==> config.mk <==
export PLATFORM = sky130hd
export DESIGN_NAME = msg_load_controller
export DESIGN_NICKNAME = d
export VERILOG_FILES = /design/src/rtl/msg_load_controller.sv
export SDC_FILE = /design/constraint.sdc
export NUM_CORES = 1
export LEC_CHECK = 0
export CORE_UTILIZATION = 37
export DETAILED_ROUTE_END_ITERATION = 8
export GPL_TIMING_DRIVEN = 0
export PLACE_DENSITY = 0.72
export SKIP_LAST_GASP = 1
export SYNTH_ARGS = -nofsm -noshare
export SYNTH_HDL_FRONTEND = slang
export SYNTH_SLANG_ARGS = --single-unit
==> constraint.sdc <==
create_clock -name clk -period 12.44 [get_ports clk]
set_input_delay 3.11 -clock clk [delete_from_list [all_inputs] [get_ports clk]]
set_output_delay 3.11 -clock clk [all_outputs]
set_load 0.1 [all_outputs]
==> src/rtl/msg_load_controller.sv <==
// rtl/msg_load_controller.sv - frames receiver bytes into particle/map buffer words
// Bytes and flags are edge-detected; every WORD_BYTES accepted bytes produce one buffer write.
module msg_load_controller #(
   parameter int WORD_BYTES           = 4,
   parameter int PARTICLE_FRAME_BYTES = 8,
   parameter int MAP_FRAME_BYTES      = 16,
   parameter int P_ADDR_W = (PARTICLE_FRAME_BYTES / WORD_BYTES > 1) ?
                            $clog2(PARTICLE_FRAME_BYTES / WORD_BYTES) : 1,
   parameter int M_ADDR_W = (MAP_FRAME_BYTES / WORD_BYTES > 1) ?
                            $clog2(MAP_FRAME_BYTES / WORD_BYTES) : 1
) (
   input  logic                      clk,
   input  logic                      reset,
   input  logic [7:0]                msg_in,
   input  logic                      msg_valid,
   input  logic                      particle_flag,
   input  logic                      map_flag,
   input  logic                      core_busy,
   output logic                      part_we,
   output logic [P_ADDR_W-1:0]       part_addr,
   output logic [8*WORD_BYTES-1:0]   part_wdata,
   output logic                      map_we,
   output logic [M_ADDR_W-1:0]       map_addr,
   output logic [8*WORD_BYTES-1:0]   map_wdata,
   output logic                      particle_ready,
   output logic                      map_ready,
   output logic                      frame_error,
   output logic [7:0]                drop_count,
   output logic                      loading
);

   localparam int DATA_W    = 8 * WORD_BYTES;
   localparam int MAX_FRAME = (PARTICLE_FRAME_BYTES > MAP_FRAME_BYTES) ?
                              PARTICLE_FRAME_BYTES : MAP_FRAME_BYTES;
   localparam int CNT_W     = $clog2(MAX_FRAME + 1);
   localparam int LANE_W    = (WORD_BYTES > 1) ? $clog2(WORD_BYTES) : 1;
   localparam int WIDX_W    = (P_ADDR_W > M_ADDR_W) ? P_ADDR_W : M_ADDR_W;

   typedef enum logic [2:0] {
      S_IDLE, S_LOAD_P, S_LOAD_M, S_DONE_P, S_DONE_M, S_DRAIN, S_DROP
   } state_t;

   state_t                state_q, state_d;
   logic                  valid_q, pflag_q, mflag_q;
   logic [CNT_W-1:0]      byte_cnt_q, byte_cnt_d;
   logic [LANE_W-1:0]     lane_q, lane_d;
   logic [WIDX_W-1:0]     word_q, word_d;
   logic [DATA_W-1:0]     pack_q, pack_d;
   logic                  part_we_q, part_we_d, map_we_q, map_we_d;
   logic [P_ADDR_W-1:0]   part_addr_q, part_addr_d;
   logic [M_ADDR_W-1:0]   map_addr_q, map_addr_d;
   logic [DATA_W-1:0]     part_wdata_q, part_wdata_d, map_wdata_q, map_wdata_d;
   logic                  pready_q, pready_d, mready_q, mready_d, ferr_q, ferr_d;
   logic [7:0]            drop_q, drop_d;

   logic byte_acc, p_rise, m_rise, p_fall, m_fall, last_p, last_m;
   logic is_map, act_fall, act_last, take;
   logic [DATA_W-1:0] word_v;

   assign byte_acc = msg_valid & ~valid_q;
   assign p_rise   = particle_flag & ~pflag_q;
   assign m_rise   = map_flag & ~mflag_q;
   assign p_fall   = ~particle_flag & pflag_q;
   assign m_fall   = ~map_flag & mflag_q;
   assign last_p   = (byte_cnt_q == CNT_W'(PARTICLE_FRAME_BYTES - 1));
   assign last_m   = (byte_cnt_q == CNT_W'(MAP_FRAME_BYTES - 1));
   assign is_map   = (state_q == S_LOAD_M);
   assign act_fall = is_map ? m_fall : p_fall;
   assign act_last = is_map ? last_m : last_p;
   // A byte arriving with an early flag fall is dropped unless it completes the frame
   assign take     = byte_acc & (act_last | ~act_fall);
   assign word_v   = (pack_q << 8) | DATA_W'(msg_in);

   always_ff @(posedge clk or posedge reset) begin
      if (reset) begin
         state_q <= S_IDLE;
      end else begin
         state_q <= state_d;
      end
   end

   always_comb begin
      state_d = state_q;
      case (state_q)
         S_IDLE: begin
            if (p_rise && m_rise)  state_d = S_DRAIN;
            else if (p_rise)       state_d = core_busy ? S_DROP : S_LOAD_P;
            else if (m_rise)       state_d = core_busy ? S_DROP : S_LOAD_M;
         end
         S_LOAD_P: begin
            if (byte_acc && last_p) state_d = S_DONE_P;
            else if (p_fall)        state_d = S_IDLE;
         end
         S_LOAD_M: begin
            if (byte_acc && last_m) state_d = S_DONE_M;
            else if (m_fall)        state_d = S_IDLE;
         end
         S_DONE_P, S_DONE_M: state_d = S_DRAIN;
         S_DRAIN, S_DROP: begin
            if (!particle_flag && !map_flag) state_d = S_IDLE;
         end
         default: state_d = S_IDLE;
      endcase
   end

   always_comb begin
      byte_cnt_d   = byte_cnt_q;
      lane_d       = lane_q;
      word_d       = word_q;
      pack_d       = pack_q;
      part_we_d    = 1'b0;
      map_we_d     = 1'b0;
      part_addr_d  = part_addr_q;
      map_addr_d   = map_addr_q;
      part_wdata_d = part_wdata_q;
      map_wdata_d  = map_wdata_q;
      pready_d     = 1'b0;
      mready_d     = 1'b0;
      ferr_d       = 1'b0;
      drop_d       = drop_q;
      case (state_q)
         S_IDLE: begin
            byte_cnt_d = '0;
            lane_d     = '0;
            word_d     = '0;
            pack_d     = '0;
            if (p_rise && m_rise) ferr_d = 1'b1;
            else if ((p_rise || m_rise) && core_busy && drop_q != 8'hFF)
               drop_d = drop_q + 8'd1;
         end
         S_LOAD_P, S_LOAD_M: begin
            if (take) begin
               pack_d     = word_v;
               byte_cnt_d = byte_cnt_q + CNT_W'(1);
               if (lane_q == LANE_W'(WORD_BYTES - 1)) begin
                  lane_d = '0;
                  word_d = word_q + WIDX_W'(1);
                  if (is_map) begin
                     map_we_d    = 1'b1;
                     map_addr_d  = word_q[M_ADDR_W-1:0];
                     map_wdata_d = word_v;
                  end else begin
                     part_we_d    = 1'b1;
                     part_addr_d  = word_q[P_ADDR_W-1:0];
                     part_wdata_d = word_v;
                  end
               end else begin
                  lane_d = lane_q + LANE_W'(1);
               end
            end
            if (act_fall && !(byte_acc && act_last)) ferr_d = 1'b1;
         end
         S_DONE_P: pready_d = 1'b1;
         S_DONE_M: mready_d = 1'b1;
         default: ;
      endcase
   end

   always_ff @(posedge clk or posedge reset) begin
      if (reset) begin
         valid_q      <= 1'b0;
         pflag_q      <= 1'b0;
         mflag_q      <= 1'b0;
         byte_cnt_q   <= '0;
         lane_q       <= '0;
         word_q       <= '0;
         pack_q       <= '0;
         part_we_q    <= 1'b0;
         map_we_q     <= 1'b0;
         part_addr_q  <= '0;
         map_addr_q   <= '0;
         part_wdata_q <= '0;
         map_wdata_q  <= '0;
         pready_q     <= 1'b0;
         mready_q     <= 1'b0;
         ferr_q       <= 1'b0;
         drop_q       <= '0;
      end else begin
         valid_q      <= msg_valid;
         pflag_q      <= particle_flag;
         mflag_q      <= map_flag;
         byte_cnt_q   <= byte_cnt_d;
         lane_q       <= lane_d;
         word_q       <= word_d;
         pack_q       <= pack_d;
         part_we_q    <= part_we_d;
         map_we_q     <= map_we_d;
         part_addr_q  <= part_addr_d;
         map_addr_q   <= map_addr_d;
         part_wdata_q <= part_wdata_d;
         map_wdata_q  <= map_wdata_d;
         pready_q     <= pready_d;
         mready_q     <= mready_d;
         ferr_q       <= ferr_d;
         drop_q       <= drop_d;
      end
   end

   assign part_we        = part_we_q;
   assign part_addr      = part_addr_q;
   assign part_wdata     = part_wdata_q;
   assign map_we         = map_we_q;
   assign map_addr       = map_addr_q;
   assign map_wdata      = map_wdata_q;
   assign particle_ready = pready_q;
   assign map_ready      = mready_q;
   assign frame_error    = ferr_q;
   assign drop_count     = drop_q;
   assign loading        = (state_q == S_LOAD_P) || (state_q == S_LOAD_M);

endmodule

# == After elaboration in Yosys (flattened, before gate mapping) ==
# Cells that the tools add are included.
# op_classes
bitwise,16
n_addsub,4
reduce_logical,24
muxes,36
n_eq_ne,16
# ops
op,count
$pmux 24 s2,1
$or 32x8->32,1
$mux 3,10
$mux 24,1
$pmux 3 s5,1
$mux 1,14
$reduce_and 4->1,3
$pmux 5 s2,1
$eq 3x3->1 const B,3
$add 8x1->8 const B,1
$logic_and 1x1->1,8
$mux 2,4
$ne 8x8->1 const B,1
$not 1->1,8
$pmux 2 s2,2
$and 1x1->1,6
$eq 3x2->1 const B,2
$ne 2x2->1 const B,3
$reduce_and 3->1,2
$reduce_or 2->1,3
$add 5x1->5 const B,1
$eq 5x3->1 const B,1
$eq 5x4->1 const B,1
$mux 5,1
13 further kinds,17
# totals
input_bits,14
ff_bits,119
wordCells,114

# == Logic depth before layout (Yosys ltp) ==
# Gate-level depths: netlist of run 1.
# depth
word_depth,8
depth_mapped,10

# == Least setup slack after synthesis of run 1 ==
# OpenSTA, ideal clock, no wires.
# synth_timing
kind,reg-to-output
from,register state_q[1]
to,output loading
arrival_time_ns,1.414
slack_ns,7.916
path_buffers,1
stages_incl_launch_ff,5
path_cell_list,dfrtp_1 buf_2 xor2_1 nand2_1 inv_1
# synth_between
elab_chain_cells,2
# synth_rtl
element,line_no,rtl
start: declaration,43,"state_t state_q, state_d;"
start signal: assignment,78,state_q <= state_d;
$eq 3x1->1 / $eq 3x2->1 (equally long branches),209,assign loading = (state_q == S_LOAD_P) || (state_q == S_LOAD_M);
$logic_or 1x1->1 (*),209,
end: declaration,29,output logic loading
# Every way passes the cells marked *; elsewhere a longest branch is shown, timed or not.

# == Worst setup path in the final report of run 1 ==
# Ends and elaborated chain as after synthesis.

==> results_tabular.tex, run 1 <==
\begin{tabular}{lr}
\hline
Metric & Value \\
\hline
\multicolumn{2}{l}{\textbf{STA}} \\
Max-slew violation total from the final report & 0 \\
Worst slew margin relative to its limit & 0.3132 \\
Max Clock Freq & 174.7 MHz \\
Share of the clock period used by the worst path after layout & 0.4600 \\
Unrepaired setup endpoints after global routing & no \\
Setup-failing EPs final & 0 \\
Final hold violations & 0 \\
Clock tree skew after final layout & 0.007955 ns \\
Transition time at the pin with the least slew margin & 1.027 ns \\
Final Critical Period & $\sim$5.7 ns \\
Setup TNS & 0 ns \\
\multicolumn{2}{l}{\textbf{GRT}} \\
Met2 Use GR & 0.2702 \\
Gr busiest metal & met2 \\
Total routing usage reported by global routing & 0.1756 \\
Wire length of the first global-routing pass & about 18,000 um \\
Global routing met3 resource utilization & 0.04892 \\
Antenna violations before repair & 0 \\
Final global-route overflow total & 0 \\
Global-route track usage on met1 & 0.2311 \\
Vias in the first global route & 3,346 \\
Largest net degree at the start of global routing & 104 \\
\multicolumn{2}{l}{\textbf{Floorplan}} \\
Die span in x & approximately 120 um \\
Vertical die dimension & 117.0 um \\
Die area & roughly 14,000 um\^{}2 \\
Number of I/O pins & 95 \\
Core Area & 12,770 um\^{}2 \\
Initial Utilization & 0.3832 \\
Row cnt & 41 \\
\multicolumn{2}{l}{\textbf{Drt}} \\
Post-Route WL & $\sim$11,000 um \\
Number of nets with antenna violations after routing & 0 \\
Via/cell ratio & between 4 and 5 \\
First-pass detailed-route iteration total & 4 \\
Initial detailed-routing violation count & around 190 \\
Post-detailed-route wirelength per cell & between 15 and 20 um \\
Via count of the routed design & around 3,200 \\
DRC violations left & 0 \\
\multicolumn{2}{l}{\textbf{Power and ir drop}} \\
Worst vdd rail ir drop & $\sim$0.000087 V \\
Total power divided by cell area & around 190 nW/um\^{}2 \\
Leakage power total & 3.235 nW \\
Pwr Total & approximately 1.3 mW \\
\multicolumn{2}{l}{\textbf{Clock tree}} \\
Clock Latency Late Sink & between 0.4 and 0.5 ns \\
Clock Tree Buf Depth & 2 \\
Number of instances resized during post-cts repair & 0 \\
Hold bufs inserted after CTS & 0 \\
CTS Root Buffer Type & sky130\_fd\_sc\_hd\_\_clkbuf\_16 \\
Buffer count from post-CTS setup fixing & 0 \\
Clk slew on worst S/H paths & 0.05 ns \\
Cts bufs inserted & 17 \\
\# clock sinks & 119 \\
CTS tree & done \\
Total number of H-tree levels & 4 \\
\multicolumn{2}{l}{\textbf{Finish}} \\
Share of post-route cells with drive strength above 1 & 0.2575 \\
Area growth from synthesis to final layout & 36.53\% \\
Final-stage net count & 472 \\
Number of cells in the finished layout apart from fillers & about 640 \\
Most frequent cells in the layout & sky130\_fd\_sc\_hd\_\_dfrtp\_1 (119), sky130\_fd\_sc\_hd\_\_clkdlybuf4s50\_1 (94), sky130\_fd\_sc\_hd\_\_mux2\_2 (40) \\
Number of diodes added for antenna fixing & 0 \\
Leading cell type in the layout, fill and taps excluded & sky130\_fd\_sc\_hd\_\_dfrtp\_1 \\
Util after Layout & 0.5232 \\
\multicolumn{2}{l}{\textbf{Worst setup path}} \\
Kind of start point of the critical path & flop \\
Maximum fanout encountered on the critical timing path & 10 \\
Cell breakdown of the critical path & buf\_2, xor2\_1, nand2\_1, inv\_1, clkdlybuf4s50\_1 \\
Cell with the largest stage delay on the worst path & sky130\_fd\_sc\_hd\_\_clkdlybuf4s50\_1 \\
Gate family responsible for the most delay along the worst path & buffers and inverters \\
CP arrival & around 2.6 ns \\
Crit Path Category & flop to output port \\
Largest stage delay, worst path & $\sim$1.1 ns \\
Endpoint class of the critical path & output port \\
Combined buffer and inverter count along the critical path & 3 \\
Data required time at the worst endpoint & between 9 and 10 ns \\
\multicolumn{2}{l}{\textbf{Synth}} \\
Post-synth top flop & sky130\_fd\_sc\_hd\_\_dfrtp\_1 \\
Number of instances in the synthesized netlist & between 300 and 400 \\
Post-synthesis sequential element count & 119 \\
Leading post-synthesis cells by cell area & sky130\_fd\_sc\_hd\_\_dfrtp\_1 (61\%), sky130\_fd\_sc\_hd\_\_mux2\_2 (9.2\%), sky130\_fd\_sc\_hd\_\_mux2\_4 (8.9\%) \\
Combined area of all synthesized cells & around 4900 um\^{}2 \\
Sequential-to-total area share from yosys stat & 0.6084 \\
EDFF count, synth & 0 \\
Synthesized area divided by synthesized cell count & $\sim$14 um\^{}2 \\
Cell taking the most area after synthesis & sky130\_fd\_sc\_hd\_\_dfrtp\_1 \\
Async set-reset flop share out of synthesis & 1.000 \\
Yosys synthesis warning count & 0 \\
Post-synth cell types & 44 \\
Top-area cell type share of the netlist area & 0.6084 \\
Number of nets in the synthesized netlist & approximately 360 \\
\multicolumn{2}{l}{\textbf{Placed design}} \\
Buffers on Ports & 94 \\
HPWL Detailed & between 7000 and 8000 um \\
DP Cell Count & just over 600 \\
Gp weighted congestion & roughly 0.82 \\
\multicolumn{2}{l}{\textbf{Run status}} \\
Status & completed \\
\multicolumn{2}{l}{\textbf{Flow run}} \\
Max\_cap viols & 0 \\
\multicolumn{2}{l}{\textbf{Min path}} \\
Class of the most critical hold timing path & flop to flop \\
\hline
\end{tabular}
==> layer usage <==
metal | wire, um | part of all wire
met1 | 4975 | 0.46
met2 | 5241 | 0.48
met3 | 485 | 0.045
met4 | 193 | 0.018
met5 | 0 | 0
==> cell families after synthesis <==
group | share of synthesized area
compound gates | 0.08410
xor+xnor | 0.01611
fa+ha+maj | 0.01227
buf+inv | 0.02888
flops | 0.6084
mux | 0.1810
simple gates | 0.06928
==> through the flow <==
stage | hold slack, ns | area (um^2) | worst slack [ns]
floorplan | 0.4698 | 4895 | 6.173
global placement | 0.4738 | 6051 | 4.579
detailed placement | 0.4840 | 6083 | 6.990
CTS | 0.4988 | 6683 | 6.681
global route | 0.5139 | 6683 | 6.577
finish | 0.4890 | 6683 | 6.717
==> flip-flops by register name, indices dropped and copies added (netlist names) <==
signal          flops
map_wdata          32
part_wdata         32
pack_q             24
drop_count          8
byte_cnt_q          5
state_q             3
lane_q              2
map_addr            2
word_q              2
frame_error         1
map_ready           1
map_we              1
mflag_q             1
part_addr           1
part_we             1
particle_ready      1
pflag_q             1
valid_q             1
==> cell type report <==
type	instances	area, um^2
Buffer	16	100.1
Clock buffer	23	478.0
Clock inverter	8	121.4
Fill cell	1087	6091
Inverter	11	46.29
Multi-Input combinational cell	194	1775
Sequential cell	119	2978
Tap cell	172	215.2
Timing Repair Buffer	95	968.4
==> power breakdown <==
part	switching (mW)	leakage [nW]	total, mW	internal [mW]
sequential	0.0417	1.64	0.465	0.423
clock	0.163	0.293	0.492	0.329
combinational	0.210	1.30	0.299	0.0889
==> final timing paths <==
kind                                     from             to  slack, ns  depth (start not counted)
worst max-delay path               state_q[1]        loading       6.72                          5
worst min-delay path            drop_count[5]  drop_count[5]       0.49                          1
worst max register to register  byte_cnt_q[0]  map_wdata[15]       9.59                          8
worst min register to register  drop_count[5]  drop_count[5]       0.49                          1
max in group asynchronous               reset  part_wdata[5]       8.70                          3
min in group asynchronous               reset  drop_count[0]       3.01                          2
==> synthesized netlist by cell type (2+ instances only) <==
cell,count
sky130_fd_sc_hd__buf_6,3
sky130_fd_sc_hd__a21oi_1,7
sky130_fd_sc_hd__and3_1,4
sky130_fd_sc_hd__nand4_1,5
sky130_fd_sc_hd__mux2_4,29
sky130_fd_sc_hd__buf_2,11
sky130_fd_sc_hd__a31oi_1,4
sky130_fd_sc_hd__xor2_1,3
sky130_fd_sc_hd__a22o_1,28
sky130_fd_sc_hd__xnor2_1,6
sky130_fd_sc_hd__inv_1,11
sky130_fd_sc_hd__o21ai_0,4
sky130_fd_sc_hd__nand2b_1,3
sky130_fd_sc_hd__dfrtp_1,119
sky130_fd_sc_hd__mux2_2,40
sky130_fd_sc_hd__and4_1,3
sky130_fd_sc_hd__ha_1,4
sky130_fd_sc_hd__nand2_1,10
sky130_fd_sc_hd__o21a_1,2
sky130_fd_sc_hd__nor2_1,9
sky130_fd_sc_hd__nor2b_1,2
sky130_fd_sc_hd__nand3_1,5
sky130_fd_sc_hd__nor3_1,7
Note: power is estimated with default switching activity, not from simulation.
==> run 2, diff against run 1 <==
Settings changed: PLACE_DENSITY 0.72 to 0.75.
Clock period 12.44 ns to 4.7 ns, I/O delays scaled along.
==> run 2 against run 1 <==
Net effect: setup slack worse by 5.9 ns; non-clock buffer count is the same; largest power group unchanged; sequential power increased to 2.6 times the previous value; flip-flop and latch count unchanged; critical path depth stayed put; power grew to 2.6 times the previous value; critical path type unchanged.
==> results_tabular.tex, run 2 (same netlist as run 1, synthesis figures left out) <==
\begin{tabular}{lr}
\hline
Metric & Value \\
\hline
\multicolumn{2}{l}{\textbf{Clock tree}} \\
Hold bufs inserted after CTS & 0 \\
Cts bufs inserted & 17 \\
Total number of H-tree levels & 4 \\
Buffer count from post-CTS setup fixing & 0 \\
\# clock sinks & 119 \\
Number of instances resized during post-cts repair & 0 \\
CTS Root Buffer Type & sky130\_fd\_sc\_hd\_\_clkbuf\_16 \\
Clk slew on worst S/H paths & about 0.05 ns \\
Clock Tree Buf Depth & 2 \\
CTS tree & done \\
Clock Latency Late Sink & between 0.4 and 0.5 ns \\
\multicolumn{2}{l}{\textbf{STA}} \\
Max-slew violation total from the final report & 0 \\
Final hold violations & 0 \\
Clock tree skew after final layout & between 0.01 and 0.015 ns \\
Share of the clock period used by the worst path after layout & 0.8219 \\
Worst slew margin relative to its limit & 0.3187 \\
Setup-failing EPs final & 0 \\
Unrepaired setup endpoints after global routing & no \\
Final Critical Period & 3.863 ns \\
Transition time at the pin with the least slew margin & a little over 1 ns \\
Max Clock Freq & $\sim$260 MHz \\
Setup WS post-layout & between 0.8 and 0.9 ns \\
\multicolumn{2}{l}{\textbf{Drt}} \\
Via count of the routed design & between 3,000 and 4,000 \\
Post-detailed-route wirelength per cell & approximately 17 um \\
Number of nets with antenna violations after routing & 0 \\
DRC violations left & 0 \\
First-pass detailed-route iteration total & 4 \\
Via/cell ratio & between 5 and 6 \\
Initial detailed-routing violation count & roughly 170 \\
Post-Route WL & 10,870 um \\
\multicolumn{2}{l}{\textbf{Power and ir drop}} \\
Worst vdd rail ir drop & slightly above 0.0002 V \\
Leakage power total & between 3 and 4 nW \\
Total power divided by cell area & approximately 490 nW/um\^{}2 \\
Pwr Total & about 3.3 mW \\
\multicolumn{2}{l}{\textbf{Finish}} \\
Final-stage net count & about 470 \\
Area growth from synthesis to final layout & 36.30\% \\
Number of diodes added for antenna fixing & 0 \\
Leading cell type in the layout, fill and taps excluded & sky130\_fd\_sc\_hd\_\_dfrtp\_1 \\
Number of cells in the finished layout apart from fillers & roughly 640 \\
Share of post-route cells with drive strength above 1 & 0.2634 \\
Most frequent cells in the layout & sky130\_fd\_sc\_hd\_\_dfrtp\_1 (119), sky130\_fd\_sc\_hd\_\_clkdlybuf4s50\_1 (94), sky130\_fd\_sc\_hd\_\_mux2\_2 (40) \\
\multicolumn{2}{l}{\textbf{Worst setup path}} \\
Endpoint class of the critical path & output port \\
Largest stage delay, worst path & roughly 1.1 ns \\
Maximum fanout encountered on the critical timing path & 10 \\
Cell breakdown of the critical path & buf\_2, xor2\_1, nand2\_1, inv\_1, clkdlybuf4s50\_1 \\
Data required time at the worst endpoint & 3.52 ns \\
Crit Path Category & flop to output port \\
Cell with the largest stage delay on the worst path & sky130\_fd\_sc\_hd\_\_clkdlybuf4s50\_1 \\
CP arrival & 2.69 ns \\
Kind of start point of the critical path & flop \\
\multicolumn{2}{l}{\textbf{Placed design}} \\
Post-Place Setup Slack & between 1 and 1.5 ns \\
Gp weighted congestion & 0.8053 \\
HPWL Detailed & between 7000 and 8000 um \\
Buffers on Ports & 94 \\
DP Cell Count & 607 \\
\multicolumn{2}{l}{\textbf{Flow run}} \\
Max\_cap viols & 0 \\
\multicolumn{2}{l}{\textbf{Floorplan}} \\
Core Area & 12,770 um\^{}2 \\
Die span in x & 117.0 um \\
Number of I/O pins & between 90 and 100 \\
Row cnt & slightly above 40 \\
Die area & roughly 14,000 um\^{}2 \\
Vertical die dimension & between 100 and 150 um \\
Initial Utilization & 0.3832 \\
\multicolumn{2}{l}{\textbf{GRT}} \\
Wire length of the first global-routing pass & about 18,000 um \\
Vias in the first global route & 3,329 \\
Antenna violations before repair & 0 \\
Largest net degree at the start of global routing & 66 \\
Final global-route overflow total & 0 \\
Total routing usage reported by global routing & 0.1742 \\
\multicolumn{2}{l}{\textbf{Run status}} \\
Status & completed \\
\multicolumn{2}{l}{\textbf{Min path}} \\
Class of the most critical hold timing path & flop to flop \\
\hline
\end{tabular}
run 2: cell types whose count changed in the layout (fill, tap and decap cells not counted):
cell / previous run / this run
sky130_fd_sc_hd__inv_6: 1 / 3
sky130_fd_sc_hd__clkinv_4: 1 / 3
sky130_fd_sc_hd__inv_4: 0 / 1
sky130_fd_sc_hd__clkbuf_1: 4 / 2
sky130_fd_sc_hd__clkbuf_8: 3 / 1
sky130_fd_sc_hd__clkinv_2: 3 / 1
sky130_fd_sc_hd__clkinvlp_4: 1 / 4
sky130_fd_sc_hd__bufinv_16: 3 / 2
run 2: through the flow:
step / hold slack, ns / instance area (um^2) / TNS, ns / util
3_5_place_dp: 0.4873 / 6081 / 0 / 0.4761
3_3_place_gp: 0.4752 / 6051 / -137.17 / 0.4737
2_1_floorplan: 0.4698 / 4895 / 0 / -
6_report: 0.4920 / 6671 / 0 / 0.5223
4_1_cts: 0.4994 / 6671 / 0 / 0.5223
5_1_grt: 0.5171 / 6671 / 0 / 0.5223
run 2: routing by layer:
metal  vias to the layer above  track usage  routed length (um)
li1                       1460            -                   -
met1                      1636       0.2204                4799
met2                        88       0.2706                5219
met3                        17      0.05870                 642
met4                         0      0.08101                 211
met5                         -            0                   0
run 2: worst paths after layout:
| kind | endpoint | slack [ns] | depth (start not counted) | from |
|---|---|---|---|---|
| worst max-delay path | loading | 0.84 | 5 | state_q[1] |
| worst min-delay path | map_addr[0] | 0.49 | 2 | map_addr[0] |
| worst max register to register | map_addr[1] | 1.86 | 8 | byte_cnt_q[0] |
| worst min register to register | map_addr[0] | 0.49 | 2 | map_addr[0] |
| max in group asynchronous | map_wdata[7] | 2.68 | 3 | reset |
| min in group asynchronous | part_wdata[28] | 1.29 | 2 | reset |
run 2: cell type report:
type | instances | area [um^2]
buffer | 16 | 100.1
timing repair buffer | 95 | 968.4
clock inverter | 13 | 147.6
inverter | 11 | 43.79
fill | 1096 | 6102
tap | 172 | 215.2
sequential | 119 | 2978
multi-input combinational | 194 | 1775
clock buffer | 19 | 442.9
run 2: report_power, final:
part | total [mW] | leakage (nW) | internal [mW] | switching, mW
logic | 0.797 | 1.30 | 0.235 | 0.561
registers | 1.23 | 1.64 | 1.12 | 0.107
clock network | 1.27 | 0.277 | 0.799 | 0.470
run 2: critical path: cells and delay by family (launching register included):
kind / cells / cell delay, ns
buffers and inverters: 3 / 1.47
XOR/XNOR: 1 / 0.30
flip-flops: 1 / 0.33
AND/OR/NAND/NOR: 1 / 0.18
